===== src/rtl/adder_pipe_nb_if.sv =====
// adder_pipe_nb_if: handshake bundle for the pipelined adder/subtractor.
//   Operand side : in_valid, in_ready, a, b, cin, sub
//   Result side  : out_valid, out_ready, s, cout, ovf
// Modports:
//   slave  - the adder itself (takes operands, produces results)
//   master - the environment (supplies operands, consumes results)
interface adder_pipe_nb_if #(
  parameter int N = 16
);
  logic         in_valid;
  logic         in_ready;
  logic [N-1:0] a;
  logic [N-1:0] b;
  logic         cin;
  logic         sub;
  logic         out_valid;
  logic         out_ready;
  logic [N-1:0] s;
  logic         cout;
  logic         ovf;

  modport slave (
    input  in_valid, a, b, cin, sub, out_ready,
    output in_ready, out_valid, s, cout, ovf
  );

  modport master (
    output in_valid, a, b, cin, sub, out_ready,
    input  in_ready, out_valid, s, cout, ovf
  );
endinterface


===== src/rtl/adder_pipe_nb.sv =====
// adder_pipe_nb: N-bit adder/subtractor whose carry chain is cut into S
// registered segments of W = N/S bits. One operand pair per clock,
// valid/ready on both sides, whole pipeline stalls together.
// Ports:
//   clk  - clock, all state on rising edge
//   rst  - asynchronous active-high reset
//   bus  - adder_pipe_nb_if.slave
//          in:  in_valid, a, b, cin, sub, out_ready
//          out: in_ready, out_valid, s, cout, ovf
// Result of an operand pair captured at edge t is presented after edge t+S-1.
module adder_pipe_nb #(
  parameter int N = 16,
  parameter int S = 4
) (
  input logic            clk,
  input logic            rst,
  adder_pipe_nb_if.slave bus
);
  localparam int W = N / S;

  logic         adv;
  logic [N-1:0] b_eff;
  logic         c0;

  // Per-stage state. a_rem/b_rem hold the not-yet-added upper segments,
  // shifted down so the next segment to add always sits in bits [W-1:0].
  logic         valid_reg  [S];
  logic         carry_reg  [S];
  logic [N-1:0] sum_reg    [S];
  logic [N-1:0] a_rem_reg  [S];
  logic [N-1:0] b_rem_reg  [S];
  logic         a_sign_reg [S];
  logic         b_sign_reg [S];
  logic         ovf_reg;

  // Whole pipeline moves when the output slot is empty or being taken.
  assign adv          = bus.out_ready | ~valid_reg[S-1];
  assign bus.in_ready = adv;

  // Subtract is a + ~b + 1: invert b and force the carry-in.
  assign b_eff = bus.sub ? ~bus.b : bus.b;
  assign c0    = bus.sub | bus.cin;

  for (genvar gi = 0; gi < S; gi++) begin : g_stage
    logic         src_valid;
    logic         src_carry;
    logic         src_a_sign;
    logic         src_b_sign;
    logic [N-1:0] src_a;
    logic [N-1:0] src_b;
    logic [N-1:0] src_sum;
    logic [W-1:0] seg_sum;
    logic         seg_carry;
    logic [N-1:0] sum_next;

    if (gi == 0) begin : g_src_in
      assign src_valid  = bus.in_valid;
      assign src_carry  = c0;
      assign src_a      = bus.a;
      assign src_b      = b_eff;
      assign src_a_sign = bus.a[N-1];
      assign src_b_sign = b_eff[N-1];
      assign src_sum    = '0;
    end else begin : g_src_prev
      assign src_valid  = valid_reg[gi-1];
      assign src_carry  = carry_reg[gi-1];
      assign src_a      = a_rem_reg[gi-1];
      assign src_b      = b_rem_reg[gi-1];
      assign src_a_sign = a_sign_reg[gi-1];
      assign src_b_sign = b_sign_reg[gi-1];
      assign src_sum    = sum_reg[gi-1];
    end

    assign {seg_carry, seg_sum} = {1'b0, src_a[W-1:0]} + {1'b0, src_b[W-1:0]}
                                + {{W{1'b0}}, src_carry};

    // The new segment enters at the top and earlier ones slide down by W,
    // so after the last stage segment 0 lands in bits [W-1:0].
    assign sum_next = (src_sum >> W) | (N'(seg_sum) << (N - W));

    always_ff @(posedge clk or posedge rst) begin
      if (rst) begin
        valid_reg[gi]  <= 1'b0;
        carry_reg[gi]  <= 1'b0;
        sum_reg[gi]    <= '0;
        a_rem_reg[gi]  <= '0;
        b_rem_reg[gi]  <= '0;
        a_sign_reg[gi] <= 1'b0;
        b_sign_reg[gi] <= 1'b0;
      end else if (adv) begin
        valid_reg[gi]  <= src_valid;
        carry_reg[gi]  <= seg_carry;
        sum_reg[gi]    <= sum_next;
        a_rem_reg[gi]  <= src_a >> W;
        b_rem_reg[gi]  <= src_b >> W;
        a_sign_reg[gi] <= src_a_sign;
        b_sign_reg[gi] <= src_b_sign;
      end
    end

    // Overflow needs the final sign bit, so it is resolved in the last stage
    // from the operand signs that travelled alongside the data.
    if (gi == S - 1) begin : g_ovf
      always_ff @(posedge clk or posedge rst) begin
        if (rst) begin
          ovf_reg <= 1'b0;
        end else if (adv) begin
          ovf_reg <= (src_a_sign == src_b_sign) & (sum_next[N-1] != src_a_sign);
        end
      end
    end
  end

  assign bus.out_valid = valid_reg[S-1];
  assign bus.s         = sum_reg[S-1];
  assign bus.cout      = carry_reg[S-1];
  assign bus.ovf       = ovf_reg;
endmodule


===== src/flat_wrapper.sv =====
// flat-port wrapper written by rule: the top's interface ports become plain ports
module adder_pipe_nb_flat 
#(
  parameter int N = 16,
  parameter int S = 4
)
  (clk, rst, bus_in_valid, bus_a, bus_b, bus_cin, bus_sub, bus_out_ready, bus_in_ready, bus_out_valid, bus_s, bus_cout, bus_ovf);
  adder_pipe_nb_if #(.N(N)) bus_i ();
  input logic clk;
  input logic rst;
  input wire logic [$bits(bus_i.in_valid)-1:0] bus_in_valid;
  input wire logic [$bits(bus_i.a)-1:0] bus_a;
  input wire logic [$bits(bus_i.b)-1:0] bus_b;
  input wire logic [$bits(bus_i.cin)-1:0] bus_cin;
  input wire logic [$bits(bus_i.sub)-1:0] bus_sub;
  input wire logic [$bits(bus_i.out_ready)-1:0] bus_out_ready;
  output wire logic [$bits(bus_i.in_ready)-1:0] bus_in_ready;
  output wire logic [$bits(bus_i.out_valid)-1:0] bus_out_valid;
  output wire logic [$bits(bus_i.s)-1:0] bus_s;
  output wire logic [$bits(bus_i.cout)-1:0] bus_cout;
  output wire logic [$bits(bus_i.ovf)-1:0] bus_ovf;
  assign bus_i.in_valid = bus_in_valid;
  assign bus_i.a = bus_a;
  assign bus_i.b = bus_b;
  assign bus_i.cin = bus_cin;
  assign bus_i.sub = bus_sub;
  assign bus_i.out_ready = bus_out_ready;
  assign bus_in_ready = bus_i.in_ready;
  assign bus_out_valid = bus_i.out_valid;
  assign bus_s = bus_i.s;
  assign bus_cout = bus_i.cout;
  assign bus_ovf = bus_i.ovf;
  adder_pipe_nb #(.N(N), .S(S)) u_core (.clk(clk), .rst(rst), .bus(bus_i));
endmodule

===== config.mk =====
export PLATFORM = sky130hd
export DESIGN_NAME = adder_pipe_nb_flat
export DESIGN_NICKNAME = d
export VERILOG_FILES = /design/src/rtl/adder_pipe_nb_if.sv /design/src/rtl/adder_pipe_nb.sv /design/src/flat_wrapper.sv
export SDC_FILE = /design/constraint.sdc
export NUM_CORES = 1
export LEC_CHECK = 0
export ABC_AREA = 1
export CAP_MARGIN = 30
export CORE_MARGIN = 2
export CORE_UTILIZATION = 55
export CTS_BUF_LIST = sky130_fd_sc_hd__clkbuf_16
export DETAILED_ROUTE_END_ITERATION = 8
export GPL_TIMING_DRIVEN = 0
export HOLD_SLACK_MARGIN = 0.02
export MAX_ROUTING_LAYER = met4
export PLACE_DENSITY = 0.83
export SYNTH_ARGS = -nofsm -noshare
export SYNTH_HDL_FRONTEND = slang
export SYNTH_SLANG_ARGS = --single-unit

===== constraint.sdc =====
create_clock -name clk -period 3.82 [get_ports clk]
set_clock_uncertainty 0.05 [all_clocks]
set_input_delay 0.382 -clock clk [delete_from_list [all_inputs] [get_ports clk]]
set_output_delay 0.382 -clock clk [all_outputs]
set_load 0.02 [all_outputs]

==> results.tsv <==
metric	value	unit
netlist-cell-type-count	21	
detailroute.via_count	3348	
cts_sinks	97	
dpl.hpwl	6.44	mm
final_setup_violation_count	0	
tightest_slew	0.655	ns
row_count	32	
grt_met3_use	3.74	%
fill_cells	560	
initialDrtViolationCount	263	
syn_inst	475	
rsz0062_at_grt	false	
synth_area_per_cell	9.07	um2
layout.cells.non_filler	650	
clock_pin_slew_of_the_registers_on_the_worst_case_setup_and_hold_paths	0.07	ns
register_to_register_setup_slack	2.12	ns
synth_warnings	0	
ant_nets	0	
diodes	0	
postSynthRegisterBits	97	
drv_cap	0	
slew-limit-headroom	56.3	%
grt_first_pass_wirelength	15.7	mm
finalHoldViolations	0	
clock-root-buffer	clkbuf_16	
grtUsageTotal	24.4	%
design.final.nets	601	
numCtsBuffers	9	
die_h	92.5	um
wl_per_cell	14.4	um
grtUsageMet1	31.7	%
worstHoldPathType	in2async	
grt_busiest_layer	met2	
synth_seq_area_share	56.3	%
crit_path_max_incr_delay	0.64	ns
final_min_period_over_clock_period	69.0	%
worst_r2r_path_depth	4	
syn_nets	533	
cts.path.max_buffers	2	
cts.repair_timing.setup_buffer_count	0	
clock_latency	0.35	ns
status	complete, no violations	
post_route_cells_drive_above_1_share	6.75	%
vias_per_cell	5.15	
cell_pwr_density	802	nW/um2
synth_ff_type	dfrtp_1	
synth-edff-count	0	
tritoncts	done	
layout_min_cycle_time	2.64	ns
arr_time_crit_path	2.21	ns
timing.critical_path.fanout_max	10	
finalInstanceArea	5310	um2
remaining_drc_errors	0	
grt_pass1_vias	3283	
worst_path_max_delay_cell	clkdlybuf4s50_1	
fp.dieArea	8560	um2
port_buffers	56	
wirelength	9.35	mm
critPathRequiredTime	3.39	ns
cts.htree.levels	3	
grt_start_max_net_pins	64	
post_cts.resized_instances	0	
multi_input_area	1620	um2
globalRoute.totalOverflow	0	
routability_driven_placement_congestion_ratio	0.835	
layout_commonest_cell	nand2_1	
worstSetupPathType	in2out	
max-vdd-ir-drop	421	uV
grt_util_met2	39.4	%
largest_register_ffs	24	
drt-pass1-iter-count	5	
timing.hold.ws	0.355	ns
syn_to_final_growth	23.3	%
setup.worst_path.end_class	output pin	
numPlacedInstances	634	
maxSlewViolCount	0	
floorplan.io_pins	58	
placement.cell_area	5030	um2
async_reset_ff_share	100	%
holdBufCountCts	0	
syn_area	4310	um2
layout.area.seq	2430	um2
starting_utilization_of_the_core_area	56.3	%
antenna_violations_before_repair	0	
die_w	92.5	um
achievable-frequency	379	MHz
core_area	7650	um2
most-common-layout-cells	nand2_1 (180), dfrtp_1 (97), clkdlybuf4s50_1 (56), inv_1 (39), o21ai_1 (30)	
path_cells	clkdlybuf4s50_1 > nor2_4 > inv_2 > buf_2 > buf_2 > clkdlybuf4s50_1	
total_leakage_power	2.61	nW
critPathLaunchType	primary input	
-- logic make-up (layout without fill, tap and decap cells) --
group	after synthesis	in the layout	synth area share, %
and+or+nand+nor	213	213	19.3
DFF	97	97	56.3
AOI/OAI and AO/OA	66	66	7.78
buffers and inverters	63	136	6.10
adders and majority gates	20	20	7.20
xor gates and xnor gates	16	16	3.25
-- metrics by stage --
stage	utilization (%)	power, mW	setup WS (ns)	setup TNS (ns)
after detailed placement	65.7	3.38	1.18	0
after global routing	69.5	4.57	1.10	0
final	69.5	4.26	1.18	0
after CTS	69.5	4.27	1.17	0
after floorplan	-	2.79	0.854	0
after global placement	65.3	3.30	-0.475	-45.52
-- cells in the mapped netlist (2+ instances only) --
cell	number	area, um2
nand2_1	180	676
dfrtp_1	97	2430
inv_1	40	150
o21ai_1	30	150
o21ai_0	28	140
nor2_1	15	56.3
nand3_1	14	70.1
buf_2	12	60.1
ha_1	12	150
xnor2_1	12	105
fa_1	8	160
clkbuf_1	7	26.3
a21oi_1	6	30.0
xor2_1	4	35.0
buf_4	3	22.5
or2_2	2	12.5
-- area by class of cell --
type                            count  area share, %
Buffer                             22           2.05
Clock buffer                        9           4.24
Clock inverter                      7           1.15
Inverter                           41           2.94
Multi-Input combinational cell    315           30.5
Sequential cell                    97           45.7
Tap cell                          102           2.40
Timing Repair Buffer               57           11.1
-- critical path: cells and delay by family --
family	cells	cell delay [ns]
buf+inv	5	1.74
simple gates	1	0.09
-- power breakdown --
part / switching (mW) / total (mW) / leakage (nW) / internal, mW
Clock: 0.411 / 0.864 / 0.135 / 0.453
Sequential: 0.246 / 1.73 / 1.17 / 1.48
Combinational: 0.992 / 1.67 / 1.30 / 0.679
Total: 1.65 / 4.26 / 2.61 / 2.61
-- layer usage --
metal / part of all wire (%) / up-vias / routed length (um)
li1: - / 1610 / -
met1: 43 / 1622 / 3990
met2: 50 / 100 / 4700
met3: 5.0 / 16 / 465
met4: 2.1 / 0 / 197
met5: 0 / - / 0
-- worst paths after layout --
path | start | end
setup / recovery | bus_out_ready | bus_in_ready
hold / removal | rst | u_core.bus.ovf
setup reg to reg | u_core.g_stage[1].src_b[0] | u_core.g_stage[2].src_sum[13]
hold reg to reg | u_core.g_stage[1].src_a[6] | u_core.g_stage[2].src_a[2]
max in group asynchronous | rst | u_core.g_stage[1].src_sum[15]
min in group clk | bus_sub | u_core.g_stage[1].src_b[5]
No activity file was read; power rests on OpenSTA's default activity.
